[src/rtl/vga_frame_fetcher_pkg.sv]
`default_nettype none
// ============================================================================
// Module   : vga_frame_fetcher_pkg
// Summary  : Shared state encoding and constants for the VGA frame fetcher.
// Revision : 1.0 - initial release
// ============================================================================
package vga_frame_fetcher_pkg;

   typedef enum logic [1:0] {
      ST_IDLE  = 2'd0,
      ST_CHECK = 2'd1,
      ST_REQ   = 2'd2,
      ST_DATA  = 2'd3
   } fetch_state_t;

   localparam int c_FIFO_DEPTH   = 64;
   localparam int c_DEF_H_RES    = 640;
   localparam int c_DEF_V_RES    = 480;
   localparam int c_FRAME_PIXELS = c_DEF_H_RES * c_DEF_V_RES;

   function automatic int frame_pixels(input int h_res, input int v_res);
      return h_res * v_res;
   endfunction

endpackage
`default_nettype wire

[src/rtl/vga_frame_fetcher_vsync_edge_sync.sv]
`default_nettype none
// ============================================================================
// Module   : vsync_edge_sync
// Summary  : 2-flop synchronizer for the raw VGA vsync plus falling-edge
//            detect; only built when FETCH_VSYNC_RESYNC_EN is defined.
// Revision : 1.0 - initial release
// ============================================================================
`ifdef FETCH_VSYNC_RESYNC_EN
module vsync_edge_sync (
   input  logic clk75,
   input  logic reset,
   input  logic vs_async,
   output logic vs_fall
);

   logic [1:0] r_sync;
   logic       r_prev;

   // Idle-high reset so releasing reset never looks like a falling edge.
   always_ff @(posedge clk75 or negedge reset) begin
      if (!reset) begin
         r_sync <= 2'b11;
         r_prev <= 1'b1;
      end else begin
         r_sync <= {r_sync[0], vs_async};
         r_prev <= r_sync[1];
      end
   end

   assign vs_fall = r_prev & ~r_sync[1];

endmodule
`endif
`default_nettype wire

[src/rtl/vga_frame_fetcher.sv]
`default_nettype none
// ============================================================================
// Module   : vga_frame_fetcher
// Summary  : Burst-reads the framebuffer from SDRAM and feeds the VGA pixel
//            FIFO. Optional vsync resync: FETCH_VSYNC_RESYNC_EN.
// Revision : 1.0 - initial release
// ============================================================================
module vga_frame_fetcher
   import vga_frame_fetcher_pkg::*;
#(
   parameter int H_RES       = 640,
   parameter int V_RES       = 480,
   parameter int BURST_LEN   = 8,
   parameter int ADDR_W      = 22,
   parameter int BASE_ADDR   = 0,
   parameter int FIFO_MARGIN = 2
) (
   input  logic              clk75,
   input  logic              reset,
`ifdef FETCH_VSYNC_RESYNC_EN
   input  logic              vga_vs,
`endif
   input  logic              enable,
   input  logic [6:0]        freeslots,
   output logic              rd_req,
   output logic [ADDR_W-1:0] rd_addr,
   input  logic              rd_ack,
   input  logic              rd_valid,
   input  logic [31:0]       rd_data,
   output logic              wr_en,
   output logic [23:0]       data_bgr,
   output logic              frame_done,
   output logic              overrun
);

   localparam int              c_FRAME     = frame_pixels(H_RES, V_RES);
   localparam int              c_PIX_W     = (c_FRAME > 1) ? $clog2(c_FRAME) : 1;
   localparam int              c_BEAT_W    = (BURST_LEN > 1) ? $clog2(BURST_LEN) : 1;
   localparam logic [c_PIX_W-1:0]  c_PIX_LAST  = c_PIX_W'(c_FRAME - BURST_LEN);
   localparam logic [c_PIX_W-1:0]  c_PIX_STEP  = c_PIX_W'(BURST_LEN);
   localparam logic [ADDR_W-1:0]   c_ADDR_STEP = ADDR_W'(BURST_LEN);
   localparam logic [ADDR_W-1:0]   c_BASE      = ADDR_W'(BASE_ADDR);
   localparam logic [c_BEAT_W-1:0] c_BEAT_LAST = c_BEAT_W'(BURST_LEN - 1);
   localparam logic [7:0]          c_THRESH    = 8'(BURST_LEN + FIFO_MARGIN);

   fetch_state_t        r_state;
   fetch_state_t        w_state_nxt;
   logic [c_PIX_W-1:0]  r_pix;
   logic [c_BEAT_W-1:0] r_beat;
   logic [ADDR_W-1:0]   r_addr;
   logic                r_rd_req;
   logic                r_wr_en;
   logic [23:0]         r_data;
   logic                r_frame_done;
   logic                r_overrun;

   logic w_slots_ok;
   logic w_in_data;
   logic w_last_beat;
   logic w_frame_end;
   logic w_enter_check;
   logic w_resync_now;
   logic w_unused_hi;

   assign w_unused_hi   = ^rd_data[31:24];
   assign w_slots_ok    = {1'b0, freeslots} >= c_THRESH;
   assign w_in_data     = (r_state == ST_DATA);
   assign w_last_beat   = w_in_data && rd_valid && (r_beat == c_BEAT_LAST);
   assign w_frame_end   = w_last_beat && (r_pix == c_PIX_LAST);
   assign w_enter_check = (w_state_nxt == ST_CHECK) && (r_state != ST_CHECK);

`ifdef FETCH_VSYNC_RESYNC_EN
   logic w_vs_fall;
   logic r_resync_pend;

   vsync_edge_sync u_vsync_edge_sync (
      .clk75    (clk75),
      .reset    (reset),
      .vs_async (vga_vs),
      .vs_fall  (w_vs_fall)
   );

   // A fall coinciding with CHECK entry is consumed immediately.
   assign w_resync_now = w_enter_check && (r_resync_pend || w_vs_fall);

   always_ff @(posedge clk75 or negedge reset) begin
      if (!reset) begin
         r_resync_pend <= 1'b0;
      end else begin
         r_resync_pend <= (r_resync_pend || w_vs_fall) && !w_resync_now;
      end
   end
`else
   assign w_resync_now = 1'b0;
`endif

   always_ff @(posedge clk75 or negedge reset) begin
      if (!reset) begin
         r_state <= ST_IDLE;
      end else begin
         r_state <= w_state_nxt;
      end
   end

   always_comb begin
      w_state_nxt = r_state;
      case (r_state)
         ST_IDLE: begin
            if (enable) w_state_nxt = ST_CHECK;
         end
         ST_CHECK: begin
            if (!enable)         w_state_nxt = ST_IDLE;
            else if (w_slots_ok) w_state_nxt = ST_REQ;
         end
         ST_REQ: begin
            if (rd_ack) w_state_nxt = ST_DATA;
         end
         ST_DATA: begin
            if (w_last_beat) w_state_nxt = enable ? ST_CHECK : ST_IDLE;
         end
         default: w_state_nxt = ST_IDLE;
      endcase
   end

   always_ff @(posedge clk75 or negedge reset) begin
      if (!reset) begin
         r_rd_req     <= 1'b0;
         r_addr       <= c_BASE;
         r_pix        <= '0;
         r_beat       <= '0;
         r_wr_en      <= 1'b0;
         r_data       <= 24'd0;
         r_frame_done <= 1'b0;
         r_overrun    <= 1'b0;
      end else begin
         r_wr_en      <= w_in_data && rd_valid;
         r_frame_done <= w_frame_end;

         if (w_in_data && rd_valid) r_data <= rd_data[23:0];

         // Beats arriving with no burst in flight are dropped and flagged.
         if (rd_valid && !w_in_data) r_overrun <= 1'b1;

         if (r_state == ST_CHECK && w_state_nxt == ST_REQ) r_rd_req <= 1'b1;
         else if (r_state == ST_REQ && rd_ack)             r_rd_req <= 1'b0;

         if (r_state == ST_REQ && rd_ack)  r_beat <= '0;
         else if (w_in_data && rd_valid)   r_beat <= r_beat + 1'b1;

         if (w_resync_now) begin
            r_addr <= c_BASE;
            r_pix  <= '0;
         end else if (w_frame_end) begin
            r_addr <= c_BASE;
            r_pix  <= '0;
         end else if (w_last_beat) begin
            r_addr <= r_addr + c_ADDR_STEP;
            r_pix  <= r_pix + c_PIX_STEP;
         end
      end
   end

   assign rd_req     = r_rd_req;
   assign rd_addr    = r_addr;
   assign wr_en      = r_wr_en;
   assign data_bgr   = r_data;
   assign frame_done = r_frame_done;
   assign overrun    = r_overrun;

endmodule
`default_nettype wire

[config.mk]
export PLATFORM = sky130hd
export DESIGN_NAME = vga_frame_fetcher
export DESIGN_NICKNAME = d
export VERILOG_FILES = /design/src/rtl/vga_frame_fetcher_pkg.sv /design/src/rtl/vga_frame_fetcher_vsync_edge_sync.sv /design/src/rtl/vga_frame_fetcher.sv
export SDC_FILE = /design/constraint.sdc
export NUM_CORES = 1
export LEC_CHECK = 0
export ABC_AREA = 1
export ABC_CLOCK_PERIOD_IN_PS = 2200
export CORE_UTILIZATION = 48
export DETAILED_ROUTE_END_ITERATION = 10
export GPL_TIMING_DRIVEN = 1
export PLACE_DENSITY_LB_ADDON = 0.1
export SETUP_SLACK_MARGIN = 0.02
export SLEW_MARGIN = 15
export SYNTH_ARGS = -nofsm -noshare
export SYNTH_HDL_FRONTEND = slang
export SYNTH_HIERARCHICAL = 1
export SYNTH_SLANG_ARGS = --single-unit
[constraint.sdc]
create_clock -name clk75 -period 2.2 [get_ports clk75]
set_clock_uncertainty 0.2 [all_clocks]
set_input_delay 0.66 -clock clk75 [delete_from_list [all_inputs] [get_ports clk75]]
set_output_delay 0.66 -clock clk75 [all_outputs]
set_load 0.02 [all_outputs]
# Word-level counts from Yosys, hierarchy flattened
# Index checks and enable logic that the tools add are counted.
# totals
reg_bits	74
in_bits	44
wordCells	45
# classes
n_addsub	3
n_lt_le_gt_ge	1
n_eq_ne	6
muxes	15
n_reduce_logical	11
# ops
cell	count
$mux 22	2
$mux 19	2
$add 22x4->22 const B	1
$add 19x4->19 const B	1
$eq 19x19->1 const B	1
$mux 2	5
$pmux 2 s4	1
$ge 7x4->1 const B	1
$eq 2x2->1 const B	3
$logic_and 1x1->1	6
$mux 3	2
$reduce_bool 2->1	3
$add 3x1->3 const B	1
$eq 3x3->1 const B	1
$mux 1	3
$eq 2x1->1 const B	1
$logic_not 2->1	1
$logic_not 1->1	1

# Logic depth before layout (Yosys ltp)
# Gate-level depths: netlist of run 1.
# logic_depth
depth_word	8
depth_mapped	10
ltp_nobuf	10

# Worst setup path after synthesis of run 1
# OpenSTA, ideal clock, no wires.
# synth_path
path_type	register to register
startpoint	reg r_beat[0]
endpoint	reg r_addr[5], in the netlist rd_addr[5]
arrival_ns	1.490
path_slack_ns	0.424
path_stages_with_launch	10
n_path_buf	0
period_less_slack_ns	1.776
path_cell_list	dfrtp_1 -> ha_1 -> ha_1 -> inv_1 -> nor2_8 -> nand3_4 -> inv_2 -> nand3_2 -> clkinv_2 -> nor3_1
# synth_via
elab_chain_cells	4
# synth_lines
item	line	source
start, declared	vga_frame_fetcher.sv:49	logic [c_BEAT_W-1:0] r_beat;
start signal, assigned	vga_frame_fetcher.sv:148	else if (w_in_data && rd_valid) r_beat <= r_beat + 1'b1;
$eq 3x3->1 *	vga_frame_fetcher.sv:68	assign w_last_beat = w_in_data && rd_valid && (r_beat == c_BEAT_LAST);
$logic_and 1x1->1 *	vga_frame_fetcher.sv:68	
$logic_and 1x1->1	vga_frame_fetcher.sv:69	assign w_frame_end = w_last_beat && (r_pix == c_PIX_LAST);
$mux 22 / $reduce_bool 2->1 (equally long branches)	n/a	
end signal, assigned	vga_frame_fetcher.sv:151	r_addr <= c_BASE;
end signal, assigned	vga_frame_fetcher.sv:154	r_addr <= c_BASE;
end signal, assigned	vga_frame_fetcher.sv:157	r_addr <= r_addr + c_ADDR_STEP;
end, declared	vga_frame_fetcher.sv:50	logic [ADDR_W-1:0] r_addr;
# Every way passes the cells marked *; elsewhere a longest branch is shown, timed or not.
# A chain may end at the register's enable or synchronous reset.

# Worst setup path in the final report of run 1
# layout_path
startpoint	reg r_wr_en, in the netlist wr_en
endpoint	out wr_en
# layout_rtl
item	line	source
start, declared	vga_frame_fetcher.sv:52	logic r_wr_en;
start signal, assigned	vga_frame_fetcher.sv:136	r_wr_en <= w_in_data && rd_valid;
end, declared	vga_frame_fetcher.sv:30	output logic wr_en,
# No word-level cell between the ends.

==> summary.md, run 1 <==
| Metric | Value |
|---|---|
| Result of the run | `completed` |
| Part of the cycle the worst path needs | `0.962` |
| Data arrival time of the critical path | `1.26 ns` |
| Number of post-CTS setup repair buffers | `0` |
| Average footprint of a synthesized cell | `8.18 µm²` |
| DRC marker count from the first detailed-route iteration | `141` |
| Stage delay of the slowest cell on the critical path | `approximately 0.59 ns` |
| Post-layout instance area | `0.00462 mm²` |
| GR Util All Layers | `0.219` |
| Number of nets still failing antenna checks after routing | `0` |
| Placer Congestion | `0.801` |
| Cells on worst reg2reg path | `9` |
| Synthesized flop and latch total | `between 60 and 70` |
| Max-cap violations | `0` |
| Sinks on the clock net | `68` |
| Internal power component | `roughly 2800 µW` |
| Number of buffers and inverters on the critical path | `1` |
| Ant diodes | `0` |
| Std-Cell Rows | `30` |
| Post-synthesis cell type with the largest combined area | `sky130_fd_sc_hd__dfrtp_1` |
| Proportion of synthesized chip area in sequential cells | `0.505` |
| VDD IR max | `around 0.00075 V` |
| Share of total power in the clock network | `0.266` |
| Master cell of the clock root buffer | `sky130_fd_sc_hd__clkbuf_8` |
| Predominant post-synthesis flop cell | `sky130_fd_sc_hd__dfrtp_1` |
| Synthesis-to-layout area growth | `37.1%` |
| R2R setup slack | `0.27 ns` |
| Worst endpoint required time | `roughly 1.3 ns` |
| Die Width | `between 80 and 90 µm` |
| Yosys top cell area share | `0.505` |
| Synth async-reset ratio | `1.00` |
| Critical Path, Cell by Cell | `clkdlybuf4s50_1` |
| Setup repair after global routing missed its margin | `false` |
| Initial antenna violation count | `0` |
| Final setup violating endpoints | `0` |
| Initial core utilization | `0.496` |
| TritonCTS clock tree | `done` |
| PD cells | `around 930 mW/mm²` |
| Maximum number of pins on one net before global-route repair | `between 60 and 70` |
| Post-placement worst setup slack | `-0.233 ns` |
| Most instantiated cells after synthesis | `sky130_fd_sc_hd__nand2_1 (146), sky130_fd_sc_hd__dfrtp_1 (68), sky130_fd_sc_hd__nor2_1 (43)` |
| Worst skew pair latency | `approximately 0.34 ns` |
| I/O pin count | `94` |
| Total die area | `0.00736 mm²` |
| Leakage power | `about 0.0026 µW` |
| Area of the core region | `0.00679 mm²` |
| IO buf count | `81` |
| H-tree levels | `3` |
| Worst-case hold slack | `0.126 ns` |
| Start of the worst register-to-register path | `r_beat[0]` |
| Switching part of the total | `0.347` |
| Synthesis Warnings | `6` |
| Vertical extent of the die | `85.8 µm` |
| Share of post-route cells with drive strength above 1 | `0.0948` |
| Dominant cells by area after synthesis | `sky130_fd_sc_hd__dfrtp_1 (51%), sky130_fd_sc_hd__nand2_1 (16%), sky130_fd_sc_hd__nor2_1 (4.8%)` |
| Via/cell ratio | `4.81` |
| Slack of the critical path | `0.0838 ns` |
| Clk buf depth | `2` |
| Cell with the most instances after synthesis | `sky130_fd_sc_hd__nand2_1` |
| Reg power frac | `0.408` |
| Total Wirelength | `a little over 7000 µm` |
| Number of detailed-routing iterations run before antenna repair | `4` |
| Crit path max-delay cell type | `sky130_fd_sc_hd__clkdlybuf4s50_1` |
| Combinational cell fraction of total power | `0.326` |
| Final-report max-slew violation count | `0` |
| Critical path fanouts, max | `1` |
| Start-to-end type of the worst setup path | `reg -> out` |
| Kind of capture point of the worst setup path | `primary output` |
| Wirelength per Cell | `between 10 and 15 µm` |
| Syn Inst Count | `just over 400` |
| FMAX | `approximately 0.47 GHz` |
| Congestion Overflow GR | `0` |
| Yosys cell types | `37` |
| Post-DP HPWL | `approximately 5000 µm` |
| Path type of the worst min-delay path | `in -> async` |
| Global-route wire length before repair | `~12000 µm` |
| Switch Pwr | `1480 µW` |
| NumNets Final | `560` |
| Dominant delay contributor by cell family on the critical path | `buffers and inverters` |
| Via count of the first global-routing pass | `around 2800` |
| Worst reg2reg path endpoint | `r_pix[13]` |
| DRC violations left | `0` |
| Clock-pin transition on the worst setup and hold timing paths | `~0.08 ns` |
| Hold violation count in the final report | `0` |
| Worst Setup Start Kind | `flip-flop` |
| Time the final worst path needs with I/O delays and setup | `about 2.1 ns` |
| Cell area after placement | `around 0.0044 mm²` |
| Area of the mapped netlist | `approximately 0.0034 mm²` |
| CTS buffer count | `9` |
| Overall via count from detail_route | `roughly 2900` |
| Number of synthesized flops with an enable pin | `0` |
==> through the flow <==
step	cells	power, µW	util	TNS (ns)
floorplan	414	2570	-	0
global placement	597	3260	0.649	-5.49
detailed placement	597	3300	0.649	-5.62
CTS	613	4350	0.675	0
global route	613	4570	0.680	0
finish	613	4280	0.680	0
==> layout make-up <==
class	count	area (µm²)
clock inverters	4	72.6
well taps	96	120
multi-input cells	295	1450
inverters	41	155
fillers	578	2170
flip-flops and latches	68	1700
repair buffers	97	972
clock buffers	12	145
==> logic make-up (layout without fill, tap and decap cells) <==
group | after synthesis | after routing | share of synthesized area
xor+xnor | 14 | 14 | 0.0364
compound gates | 21 | 21 | 0.0386
flops | 68 | 68 | 0.505
fa+ha+maj | 4 | 4 | 0.0149
other cells | 1 | 3 | 0.00111
simple gates | 253 | 253 | 0.338
buf+inv | 51 | 154 | 0.0657
==> sequential cells by signal, indices dropped and copies added, names as in the netlist <==
name,flops
r_state,2
overrun,1
frame_done,1
wr_en,1
r_beat,3
data_bgr,24
rd_req,1
r_pix,16
rd_addr,19
==> metal layers <==
metal	vias to the layer above	global-route usage	part of all wire
li1	1490	-	-
met1	1371	0.271	0.43
met2	80	0.354	0.49
met3	7	0.0751	0.067
met4	0	0.0879	0.012
met5	-	0	0
==> power by group through the flow <==
stage,Clock (µW),Sequential [µW],Combinational (µW)
after detailed placement,0,1770,1520
after CTS,1160,1750,1440
final,1140,1740,1400
after floorplan,0,2060,512
after global routing,1230,1790,1550
after global placement,0,1770,1500
==> cell usage in the layout (no fill, tap or decap), types with 8 or more instances in the layout <==
cell	n
sky130_fd_sc_hd__dlymetal6s2s_1	14
sky130_fd_sc_hd__dfrtp_1	68
sky130_fd_sc_hd__nand3_1	23
sky130_fd_sc_hd__nand2_1	146
sky130_fd_sc_hd__xor2_1	10
sky130_fd_sc_hd__inv_1	39
sky130_fd_sc_hd__nand4_1	8
sky130_fd_sc_hd__nor3_1	15
sky130_fd_sc_hd__clkdlybuf4s50_1	35
sky130_fd_sc_hd__buf_4	12
sky130_fd_sc_hd__o21ai_0	9
sky130_fd_sc_hd__dlygate4sd2_1	31
sky130_fd_sc_hd__nor2_1	43
sky130_fd_sc_hd__clkbuf_8	10
==> what timing repair did <==
item                                    4_1_cts  5_1_grt
gates resized for setup                      31       15
endpoints found under the setup margin       31       15
hold buffers                                  0        0
==> worst max path at each step <==
stage	startpoint	end	slack, ns	cells past startpoint
final	wr_en	wr_en	0.08	1
after global routing	wr_en	wr_en	0.03	1
after CTS	data_bgr[4]	data_bgr[4]	0.02	1
after detailed placement	rd_valid	rd_addr[7]	-0.23	9
after global placement	rd_valid	rd_addr[7]	-0.22	9
after floorplan	r_beat[0]	rd_addr[5]	0.42	9
Note: power is estimated with default switching activity, not from simulation.
==> run 2, diff against run 1 <==
--- a/constraint.sdc
+++ b/constraint.sdc
@@ -4,2 +4,2 @@
 set_output_delay 0.66 -clock clk75 [all_outputs]
-set_load 0.02 [all_outputs]
+set_load 0.005 [all_outputs]
==> run 2 against run 1 <==
Count of clock-buffer cells in the layout did not move. Sequential power about the same. Register-to-register slack barely moved. Die area unchanged. Final cell count increased by 2.1%. Total power down 3.6%. Core utilization up 1.6 points. Critical endpoint is now rd_addr[7].
==> summary.md, run 2 (same netlist as run 1, synthesis figures left out) <==
| Metric | Value |
|---|---|
| Leakage power | `0.00245 µW (was 0.00255 µW)` |
| Global-route wire length before repair | `12600 µm (was 12500 µm)` |
| Number of detailed-routing iterations run before antenna repair | `4 (unchanged)` |
| Initial antenna violation count | `0 (unchanged)` |
| Clock-pin transition on the worst setup and hold timing paths | `0.08 ns (about the same)` |
| Flip-flop count of the largest register, all copies and words added | `24 (unchanged)` |
| Dominant delay contributor by cell family on the critical path | `buffers and inverters (unchanged)` |
| GR Util All Layers | `0.222 (was 0.219)` |
| Result of the run | `completed (unchanged)` |
| DRC violations left | `0 (unchanged)` |
| Via count of the first global-routing pass | `2830 (was 2826)` |
| PD cells | `872 mW/mm² (was 926 mW/mm²)` |
| Total Wirelength | `7430 µm (was 7220 µm)` |
| Reg power frac | `0.425 (was 0.408)` |
| Stage delay of the slowest cell on the critical path | `0.51 ns (was 0.59 ns)` |
| Post-cts hold buffer count | `0 (unchanged)` |
| Share of post-route cells with drive strength above 1 | `0.121 (was 0.0948)` |
| Critical Path Start | `rd_addr[7] (was wr_en)` |
| Internal power component | `2920 µW (was 2790 µW)` |
| Time the final worst path needs with I/O delays and setup | `2.13 ns (was 2.12 ns)` |
| Post-DP HPWL | `5150 µm (unchanged)` |
| Critical path fanouts, max | `4 (was 1)` |
| Wirelength per Cell | `11.9 µm (was 11.8 µm)` |
| Kind of capture point of the worst setup path | `primary output (unchanged)` |
| Final setup violating endpoints | `0 (unchanged)` |
| Switch Pwr | `1210 µW (was 1480 µW)` |
| Start of the worst register-to-register path | `r_beat[0] (unchanged)` |
| Met1 layer wirelength in the final routing | `3220 µm (was 3120 µm)` |
| Most frequent cells in the layout | `sky130_fd_sc_hd__nand2_1 (146), sky130_fd_sc_hd__clkdlybuf4s50_1 (77), sky130_fd_sc_hd__dfrtp_1 (66) (was sky130_fd_sc_hd__nand2_1 (146), sky130_fd_sc_hd__dfrtp_1 (68), sky130_fd_sc_hd__nor2_1 (43))` |
| Total die area | `0.00736 mm² (unchanged)` |
| CTS buffer count | `9 (unchanged)` |
| NumNets Final | `573 (was 560)` |
| VDD IR max | `0.000686 V (was 0.000749 V)` |
| Post-Layout Cell Count | `626 (was 613)` |
| TritonCTS clock tree | `done (unchanged)` |
| Met2 wirelength from detailed routing | `3590 µm (was 3530 µm)` |
| Max-cap violations | `0 (unchanged)` |
| Crit path max-delay cell type | `sky130_fd_sc_hd__clkdlybuf4s50_1 (unchanged)` |
| Ant diodes | `0 (unchanged)` |
| Critical Path, Cell by Cell | `clkdlybuf4s50_1 (unchanged)` |
| Initial core utilization | `0.496 (unchanged)` |
| Vertical extent of the die | `85.8 µm (unchanged)` |
| Placer Congestion | `0.801 (unchanged)` |
| H-tree levels | `3 (unchanged)` |
| FMAX | `0.470 GHz (was 0.473 GHz)` |
| Uppermost layer routed | `met4 (unchanged)` |
| Total power of the final layout | `4130 µW (was 4280 µW)` |
| Data arrival time of the critical path | `1.27 ns (was 1.26 ns)` |
| I/O pin count | `94 (unchanged)` |
| Number of nets still failing antenna checks after routing | `0 (unchanged)` |
| Most common cell after layout, fill and taps aside | `sky130_fd_sc_hd__nand2_1 (unchanged)` |
| Die Width | `85.8 µm (unchanged)` |
| Std-Cell Rows | `30 (unchanged)` |
| Worst endpoint required time | `1.34 ns (about the same)` |
| Fill cell instance count of the final layout | `548 (was 578)` |
| Combinational cell fraction of total power | `0.299 (was 0.326)` |
| Setup repair after global routing missed its margin | `true (was false)` |
| Part of the cycle the worst path needs | `0.968 (was 0.962)` |
| Synthesis-to-layout area growth | `40.4% (was 37.1%)` |
| Switching part of the total | `0.292 (was 0.347)` |
| Number of placed instances, taps included | `597 (unchanged)` |
| Share of total power in the clock network | `0.276 (was 0.266)` |
| Detailed-routed wire length on met3 | `487 µm (was 483 µm)` |
| Area of the core region | `0.00679 mm² (unchanged)` |
| Path type of the worst min-delay path | `in -> async (unchanged)` |
| Via/cell ratio | `4.78 (was 4.81)` |
| Master cell of the clock root buffer | `sky130_fd_sc_hd__clkbuf_8 (unchanged)` |
| Sinks on the clock net | `68 (unchanged)` |
| Overall via count from detail_route | `2995 (was 2948)` |
| Final-report max-slew violation count | `0 (unchanged)` |
| Worst skew pair latency | `0.35 ns (was 0.34 ns)` |
| Start-to-end type of the worst setup path | `reg -> out (unchanged)` |
| Clk buf depth | `2 (unchanged)` |
| IO buf count | `81 (unchanged)` |
| Congestion Overflow GR | `0 (unchanged)` |
| Number of buffers and inverters on the critical path | `1 (unchanged)` |
| Hold violation count in the final report | `0 (unchanged)` |
| DRC marker count from the first detailed-route iteration | `131 (was 141)` |
| Worst Setup Start Kind | `flip-flop (unchanged)` |
| Maximum number of pins on one net before global-route repair | `69 (unchanged)` |
[run 2: changes by cell type in the layout (fill, tap and decap cells not counted), sizes merged]
cell	delta
buf	+13
clkdlybuf4s50	+42
dlygate4sd2	-31
dlymetal6s2s	-11
[run 2: final cells by class]
class / count / area (µm²) / share of cell area
clock inverters: 4 / 72.6 / 0.0153
repair buffers: 110 / 1080 / 0.228
well taps: 96 / 120 / 0.0254
multi-input cells: 295 / 1450 / 0.307
clock buffers: 12 / 145 / 0.0307
flip-flops and latches: 68 / 1700 / 0.360
inverters: 41 / 155 / 0.0328
[run 2: metrics by stage]
stage                     cell area, µm²  TNS (ns)  utilization  hold slack (ns)  worst slack, ns
after detailed placement            4410     -5.62        0.649            0.267           -0.233
after CTS                           4660         0        0.686            0.135           0.0213
final                               4730         0        0.697            0.129           0.0710
after global routing                4730  -0.00184        0.697            0.129         -0.00184
after floorplan                     3380         0            -            0.164            0.424
after global placement              4410     -5.49        0.649            0.257           -0.219
[run 2: routing by layer]
| layer | up-vias | track usage |
|---|---|---|
| met5 | - | 0 |
| met4 | 0 | 0.0879 |
| met3 | 11 | 0.0770 |
| met2 | 86 | 0.358 |
| met1 | 1386 | 0.274 |
| li1 | 1512 | - |
[run 2: repair_timing]
action,4_1_cts,5_1_grt
pin swaps,0,0
gates resized for setup,1,5
setup buffers,5,8
setup endpoints to repair,6,10
[run 2: power groups by stage]
| stage | clock (µW) | combinational, µW | sequential [µW] |
|---|---|---|---|
| floorplan | 0 | 510 | 1780 |
| global placement | 0 | 1200 | 1770 |
| detailed placement | 0 | 1230 | 1770 |
| CTS | 1160 | 1240 | 1760 |
| global route | 1230 | 1390 | 1790 |
| finish | 1140 | 1230 | 1750 |
[run 2: path summary, 6_finish.rpt]
check                               end  slack [ns]  cells after the start
max                          rd_addr[7]        0.07                      1
min reg2reg                     overrun        0.28                      1
min in group clk75              overrun        0.28                      1
max in group asynchronous  data_bgr[23]        1.39                      2
min                         rd_addr[12]        0.13                      2
max reg2reg                 rd_addr[12]        0.26                      9
==> run 3, diff against run 2 <==
SKIP_LAST_GASP = 1   (was default)
==> results of run 3 <==
No change in the layout: final DEF, timing and power equal those of run 2.
